===== config.mk =====
export PLATFORM = sky130hd
export DESIGN_NAME = booth_product_accumulator_flat
export DESIGN_NICKNAME = d
export VERILOG_FILES = /design/src/rtl/booth_product_accumulator_if.sv /design/src/rtl/booth_product_accumulator.sv /design/src/flat_wrapper.sv
export SDC_FILE = /design/constraint.sdc
export NUM_CORES = 1
export LEC_CHECK = 0
export CORE_AREA = 2 2 171 156
export DETAILED_ROUTE_END_ITERATION = 16
export DIE_AREA = 0 0 173 158
export DONT_BUFFER_PORTS = 1
export SLEW_MARGIN = 20
export SYNTH_ARGS = -nofsm -noshare
export SYNTH_HDL_FRONTEND = slang
export SYNTH_SLANG_ARGS = --single-unit
export TNS_END_PERCENT = 10

===== constraint.sdc =====
create_clock -name CLK -period 13.18 [get_ports CLK]
set_input_delay 2.636 -clock CLK [delete_from_list [all_inputs] [get_ports CLK]]
set_output_delay 2.636 -clock CLK [all_outputs]
set_load 0.01 [all_outputs]

===== src/rtl/booth_product_accumulator_if.sv =====
// Bus between the operand issuer / result consumer and the product accumulator.
// The master side issues operands, feeds the multiplier's product and takes results.
// The slave side is the accumulator itself.
interface booth_product_accumulator_if #(
    parameter int OUT_W = 64,
    parameter int CNT_W = 16
);
    logic             OP_VALID;
    logic             OP_LAST;
    logic             OP_READY;
    logic [63:0]      Z_IN;
    logic [OUT_W-1:0] RES_DATA;
    logic             RES_OVF;
    logic [CNT_W-1:0] RES_COUNT;
    logic             RES_VALID;
    logic             RES_READY;
    logic             BUSY;

    modport master (
        output OP_VALID, OP_LAST, Z_IN, RES_READY,
        input  OP_READY, RES_DATA, RES_OVF, RES_COUNT, RES_VALID, BUSY
    );

    modport slave (
        input  OP_VALID, OP_LAST, Z_IN, RES_READY,
        output OP_READY, RES_DATA, RES_OVF, RES_COUNT, RES_VALID, BUSY
    );
endinterface


===== src/rtl/booth_product_accumulator.sv =====
// Frame accumulator placed after the fixed-latency 32x32 signed Booth multiplier.
// A valid/last shadow pipe follows each accepted operand pair through the multiplier,
// so the matching product is summed exactly when it reaches Z_IN. The multiplier
// cannot stall, so back-pressure is applied on the operand side via OP_READY.
module booth_product_accumulator #(
    parameter int MUL_LAT = 2,
    parameter int ACC_W   = 80,
    parameter int OUT_W   = 64,
    parameter int CNT_W   = 16
) (
    input  logic                         CLK,
    input  logic                         RESET,
    booth_product_accumulator_if.slave   bus
);

    localparam logic [1:0] S_IDLE  = 2'd0;
    localparam logic [1:0] S_ACCUM = 2'd1;
    localparam logic [1:0] S_DRAIN = 2'd2;
    localparam logic [1:0] S_OUT   = 2'd3;

    logic [1:0]              r_state;
    logic [1:0]              w_state_next;
    logic [MUL_LAT-1:0]      r_vpipe;
    logic [MUL_LAT-1:0]      r_lpipe;
    logic [MUL_LAT-1:0]      w_vpipe_next;
    logic [MUL_LAT-1:0]      w_lpipe_next;
    logic signed [ACC_W-1:0] r_acc;
    logic signed [ACC_W-1:0] w_z_ext;
    logic signed [ACC_W-1:0] w_acc_add;
    logic [CNT_W-1:0]        r_count;
    logic [CNT_W-1:0]        w_count_inc;
    logic [OUT_W-1:0]        r_res_data;
    logic                    r_res_ovf;
    logic [CNT_W-1:0]        r_res_count;
    logic                    r_res_valid;
    logic [OUT_W-1:0]        w_sat_data;
    logic                    w_sat_ovf;
    logic                    w_op_ready;
    logic                    w_accept;
    logic                    w_product_here;
    logic                    w_last_here;
    logic                    w_res_take;
    logic                    w_frame_done;

    // Operands are only taken while a frame is open; DRAIN and OUT hold them off.
    assign w_op_ready     = (r_state == S_IDLE) || (r_state == S_ACCUM);
    assign w_accept       = bus.OP_VALID & w_op_ready;
    assign w_product_here = r_vpipe[MUL_LAT-1];
    assign w_last_here    = r_lpipe[MUL_LAT-1];
    assign w_res_take     = (r_state == S_OUT) & bus.RES_READY;
    assign w_frame_done   = (r_state == S_DRAIN) & w_product_here & w_last_here;

    // Product is sign-extended into the guarded accumulator; the sum wraps silently.
    assign w_z_ext     = ACC_W'($signed(bus.Z_IN));
    assign w_acc_add   = r_acc + w_z_ext;
    assign w_count_inc = (&r_count) ? r_count : r_count + 1'b1;

    // Shadow pipe tracking which multiplier outputs belong to accepted operands.
    assign w_vpipe_next[0] = w_accept;
    assign w_lpipe_next[0] = w_accept & bus.OP_LAST;
    generate
        for (genvar gi = 1; gi < MUL_LAT; gi++) begin : g_pipe
            assign w_vpipe_next[gi] = r_vpipe[gi-1];
            assign w_lpipe_next[gi] = r_lpipe[gi-1];
        end
    endgenerate

    // Clip the final sum to the signed OUT_W range; the upper bits must be a pure sign run.
    generate
        if (OUT_W < ACC_W) begin : g_clip
            logic [ACC_W-OUT_W:0] w_upper;
            logic                 w_fits;
            assign w_upper    = w_acc_add[ACC_W-1:OUT_W-1];
            assign w_fits     = (&w_upper) | ~(|w_upper);
            assign w_sat_ovf  = ~w_fits;
            assign w_sat_data = w_fits ? w_acc_add[OUT_W-1:0]
                              : (w_acc_add[ACC_W-1] ? {1'b1, {(OUT_W-1){1'b0}}}
                                                    : {1'b0, {(OUT_W-1){1'b1}}});
        end else begin : g_noclip
            assign w_sat_ovf  = 1'b0;
            assign w_sat_data = w_acc_add[OUT_W-1:0];
        end
    endgenerate

    // Next-state selection; a single-product frame goes straight to DRAIN.
    always_comb begin
        w_state_next = r_state;
        case (r_state)
            S_IDLE:  if (w_accept) w_state_next = bus.OP_LAST ? S_DRAIN : S_ACCUM;
            S_ACCUM: if (w_accept && bus.OP_LAST) w_state_next = S_DRAIN;
            S_DRAIN: if (w_product_here && w_last_here) w_state_next = S_OUT;
            S_OUT:   if (bus.RES_READY) w_state_next = S_IDLE;
            default: w_state_next = S_IDLE;
        endcase
    end

    // State register and shadow pipe; reset drops any products still in flight.
    always_ff @(posedge CLK) begin
        if (RESET) begin
            r_state <= S_IDLE;
            r_vpipe <= '0;
            r_lpipe <= '0;
        end else begin
            r_state <= w_state_next;
            r_vpipe <= w_vpipe_next;
            r_lpipe <= w_lpipe_next;
        end
    end

    // Running sum and product count, cleared when the result is taken.
    always_ff @(posedge CLK) begin
        if (RESET || w_res_take) begin
            r_acc   <= '0;
            r_count <= '0;
        end else if (w_product_here) begin
            r_acc   <= w_acc_add;
            r_count <= w_count_inc;
        end
    end

    // Result capture on the frame's last product, held until the consumer takes it.
    always_ff @(posedge CLK) begin
        if (RESET) begin
            r_res_data  <= '0;
            r_res_ovf   <= 1'b0;
            r_res_count <= '0;
            r_res_valid <= 1'b0;
        end else if (w_frame_done) begin
            r_res_data  <= w_sat_data;
            r_res_ovf   <= w_sat_ovf;
            r_res_count <= w_count_inc;
            r_res_valid <= 1'b1;
        end else if (w_res_take) begin
            r_res_valid <= 1'b0;
        end
    end

    assign bus.OP_READY  = w_op_ready;
    assign bus.RES_DATA  = r_res_data;
    assign bus.RES_OVF   = r_res_ovf;
    assign bus.RES_COUNT = r_res_count;
    assign bus.RES_VALID = r_res_valid;
    assign bus.BUSY      = (r_state != S_IDLE) | (|r_vpipe);

endmodule


===== src/flat_wrapper.sv =====
// flat-port wrapper written by rule: the top's interface ports become plain ports
module booth_product_accumulator_flat 
#(
    parameter int MUL_LAT = 2,
    parameter int ACC_W   = 80,
    parameter int OUT_W   = 64,
    parameter int CNT_W   = 16
)
  (CLK, RESET, bus_OP_VALID, bus_OP_LAST, bus_Z_IN, bus_RES_READY, bus_OP_READY, bus_RES_DATA, bus_RES_OVF, bus_RES_COUNT, bus_RES_VALID, bus_BUSY);
  booth_product_accumulator_if #(.OUT_W(OUT_W), .CNT_W(CNT_W)) bus_i ();
  input  logic CLK;
  input  logic RESET;
  input wire logic [$bits(bus_i.OP_VALID)-1:0] bus_OP_VALID;
  input wire logic [$bits(bus_i.OP_LAST)-1:0] bus_OP_LAST;
  input wire logic [$bits(bus_i.Z_IN)-1:0] bus_Z_IN;
  input wire logic [$bits(bus_i.RES_READY)-1:0] bus_RES_READY;
  output wire logic [$bits(bus_i.OP_READY)-1:0] bus_OP_READY;
  output wire logic [$bits(bus_i.RES_DATA)-1:0] bus_RES_DATA;
  output wire logic [$bits(bus_i.RES_OVF)-1:0] bus_RES_OVF;
  output wire logic [$bits(bus_i.RES_COUNT)-1:0] bus_RES_COUNT;
  output wire logic [$bits(bus_i.RES_VALID)-1:0] bus_RES_VALID;
  output wire logic [$bits(bus_i.BUSY)-1:0] bus_BUSY;
  assign bus_i.OP_VALID = bus_OP_VALID;
  assign bus_i.OP_LAST = bus_OP_LAST;
  assign bus_i.Z_IN = bus_Z_IN;
  assign bus_i.RES_READY = bus_RES_READY;
  assign bus_OP_READY = bus_i.OP_READY;
  assign bus_RES_DATA = bus_i.RES_DATA;
  assign bus_RES_OVF = bus_i.RES_OVF;
  assign bus_RES_COUNT = bus_i.RES_COUNT;
  assign bus_RES_VALID = bus_i.RES_VALID;
  assign bus_BUSY = bus_i.BUSY;
  booth_product_accumulator #(.MUL_LAT(MUL_LAT), .ACC_W(ACC_W), .OUT_W(OUT_W), .CNT_W(CNT_W)) u_core (.CLK(CLK), .RESET(RESET), .bus(bus_i));
endmodule

==> impl_metrics.csv <==
group,metric,value,unit
final_layout,drive_above_1_share,3.980,%
sta,fin_setup_tns,0,ps
final_layout,nets,1749,
clock_tree,hold_buffers,0,
sta,finClkSkew,18.84,ps
final_layout,seqCellArea,3685,µm²
yosys,synth-seq-area-share,29.11,%
placed_design,dp_hpwl,31.84,mm
sta,final_max_slew_viol_count,0,
yosys,synth_top_cells_by_count,"nor2_1, dfxtp_1, a21oi_1",
global_route,overflow,0,
global_route,grt_pass1_wl,64.73,mm
final_layout,multiInputGateArea,8457,µm²
setup_path,timing.rr.start,"u_core.r_acc[0]",
setup_path,cp_slowest_cell,"buf_4",
final_layout,nFillCells,2594,
detailed_routing,ant_nets,0,
yosys,ys_warn_count,0,
yosys,synthCells,1676,
detailed_routing,vias_per_cell,6.273,
worst_hold_path,hp-class,"flip-flop to flip-flop",
floorplan,ios,153,
placed_design,gp_congestion,1.066,
floorplan,rows,56,
setup_path,crit_arrival,7620,ps
power_and_ir_drop,power_density,119.5,nW/µm²
detailed_routing,drt_iter0_drc,1338,
clock_tree,cts_setup_buffers,0,
sta,finalCritPeriodShare,55.60,%
worst_hold_path,min_path_cells,2,
setup_path,cp_cell_sequence,"ha_1 -> fa_1 -> a21o_1 -> a221o_1 -> a2111oi_4 -> nor4b_1 -> o31ai_2 -> o221ai_1 -> xor2_1 -> a311oi_1 -> nor4b_1 -> nand3_1 -> o21ai_4 -> buf_4 -> a311oi_1",
final_layout,area_delta_synth_final,5.596,%
yosys,ys_types,78,
clock_tree,cts_buffers,17,
clock_tree,clkTransAtPathRegs,80,ps
power_and_ir_drop,cellLeakagePower,4.820,nW
sta,slew_headroom,27.74,%
sta,finalSetupViolations,0,
clock_tree,h-tree-depth,4,
yosys,synth_nets,1830,
worst_hold_path,hp-start,"u_core.r_vpipe[0]",
setup_path,reg2reg_to,"u_core.bus.RES_DATA[57]",
yosys,netlist_area,12650,µm²
sta,finalHoldViolCount,0,
global_route,grt_usage,29.92,%
sta,rsz0062_at_grt,"no",
clock_tree,cts_tree,"built",
sta,fmax,136.5,MHz
setup_path,path_max_fanout,63,
yosys,synth.most_common_cell,"nor2_1",
sta,fin_crit,7328,ps
global_route,antenna_found_initial,0,
yosys,synth_edf_count,0,
detailed_routing,drc,0,
yosys,synth-main-ff-cell,"dfxtp_1",
floorplan,chipHeight,158,µm
worst_hold_path,holdPathEnd,"u_core.r_vpipe[1]",
setup_path,cp.required,13470,ps
clock_tree,cts.repair.resized,0,
clock_tree,root_buffer,"clkbuf_16",
detailed_routing,wl,41.81,mm
clock_tree,clockBufferDepth,2,
setup_path,critPathLaunchType,"primary input",
final_layout,antenna_cells,0,
yosys,synthTopCellsByArea,"dfxtp_1, nor2_1, ha_1",
clock_tree,clock_latency,450,ps
power_and_ir_drop,power.total,0.001597,W
setup_path,r2r_cells,15,
yosys,synth.avg_cell_area,7.550,µm²
yosys,synth_top_area_share,29.11,%
floorplan,dieArea,27330,µm²
yosys,async_flop_share,0,%
global_route,grt_max_degree,77,
setup_path,path_class,"primary input to flip-flop",
placed_design,portBuffers,0,
setup_path,r2r_setup_slack,7720,ps
floorplan,core-area,25640,µm²
global_route,grt_pass1_vias,11137,
yosys,synth_top_area_cell,"dfxtp_1",
floorplan,die_w,173,µm
sta,worstMarginPinSlew,1084,ps
clock_tree,clock_sinks,184,
outcome,status,"finished clean",
detailed_routing,route.detailed.wl_per_inst,21.37,µm
power_and_ir_drop,ir_worst_vdd,0.00007378,V
setup_path,critical_path.max_stage_delay,550,ps
detailed_routing,first_pass_iters,5,
detailed_routing,vias,12270,
setup_path,worst_setup_path_end_kind,"flip-flop",
floorplan,initial_core_util,49.35,%
yosys,synth_seq_cells,184,
job,maxCapViolCount,0,
kinds of logic after synthesis:
logic type	count (synthesis)	share of synthesized area [%]
simple gates	653	23.30
compound gates	483	24.79
mux	49	3.886
xor+xnor	89	6.160
buf+inv	133	4.291
fa+ha+maj	85	8.464
flops	184	29.11
how the worst max path moves through the flow:
| stage | startpoint | endpoint | slack, ps | cells past startpoint |
|---|---|---|---|---|
| final | bus_Z_IN[0] | u_core.bus.RES_DATA[57] | 5850 | 15 |
| after detailed placement | bus_Z_IN[0] | u_core.bus.RES_DATA[40] | 5510 | 15 |
| after CTS | bus_Z_IN[0] | u_core.bus.RES_DATA[29] | 5920 | 15 |
| after global placement | bus_Z_IN[0] | u_core.bus.RES_DATA[39] | 5540 | 15 |
| after floorplan | bus_Z_IN[0] | u_core.bus.RES_DATA[12] | 6970 | 15 |
| after global routing | bus_Z_IN[0] | u_core.bus.RES_DATA[29] | 5720 | 15 |
worst max-delay path, delay by kind of cell:
kind | cells | cell delay [ps]
AO/OA/AOI/OAI | 8 | 2630
AND/OR/NAND/NOR | 3 | 720
adder cells (fa/ha/maj) | 2 | 660
buffers and inverters | 1 | 550
XOR/XNOR | 1 | 250
sequential cells by signal, summed over array words and instances, names as in the netlist:
| signal | cells |
|---|---|
| u_core.r_acc | 80 |
| u_core.bus.RES_DATA | 64 |
| u_core.bus.RES_COUNT | 16 |
| u_core.r_count | 16 |
| u_core.r_lpipe | 2 |
| u_core.r_state | 2 |
| u_core.r_vpipe | 2 |
| u_core.bus.RES_OVF | 1 |
| u_core.bus.RES_VALID | 1 |
power by group:
part           total, W  leakage [nW]  internal (W)  switching, W
logic          0.000440          3.04      0.000145      0.000294
registers      0.000598          1.49      0.000581     0.0000168
clock network  0.000559         0.297      0.000277      0.000282
area by class of cell:
class | count | share of cell area (%)
Multi-Input combinational cell | 1359 | 63.29
Clock inverter | 15 | 1.517
Timing Repair Buffer | 9 | 0.5056
Tap cell | 348 | 3.258
Inverter | 24 | 0.6742
Clock buffer | 17 | 3.184
Sequential cell | 184 | 27.57
stage by stage:
stage	std cells	util [%]	cell area (µm²)	hold slack, ps	setup slack [ps]
2_1_floorplan	1676	-	12650	410.4	6967
3_3_place_gp	1924	49.63	12730	421.9	5544
3_5_place_dp	1924	49.66	12730	415.6	5511
4_1_cts	1956	52.11	13360	436.1	5920
5_1_grt	1956	52.11	13360	457.7	5715
6_report	1956	52.11	13360	439.2	5852
routing by layer:
| metal | vias to the layer above | part of all wire [%] | track usage [%] |
|---|---|---|---|
| met4 | 0 | 1.6 | 6.497 |
| met1 | 5787 | 49 | 45.18 |
| met5 | - | 0 | 0 |
| met2 | 514 | 41 | 43.20 |
| li1 | 5923 | - | - |
| met3 | 46 | 9.0 | 6.172 |
placed cells by master, fill, tap and decap left out, drive strengths merged, types with 9 or more instances in the layout:
cell / n
a21boi: 9
a311oi: 37
a21o: 23
a21oi: 149
and2: 9
nand3: 39
nand4: 50
nand2: 145
ha: 84
or3: 10
inv: 30
and3: 10
mux2i: 48
o21a: 25
nor2: 300
o211ai: 10
buf: 9
dfxtp: 184
o21bai: 10
nor2b: 19
xnor2: 35
nor3: 29
clkbuf: 17
nor4: 13
xor2: 54
o21ai: 106
a211oi: 54
No activity file was read; power rests on OpenSTA's default activity.
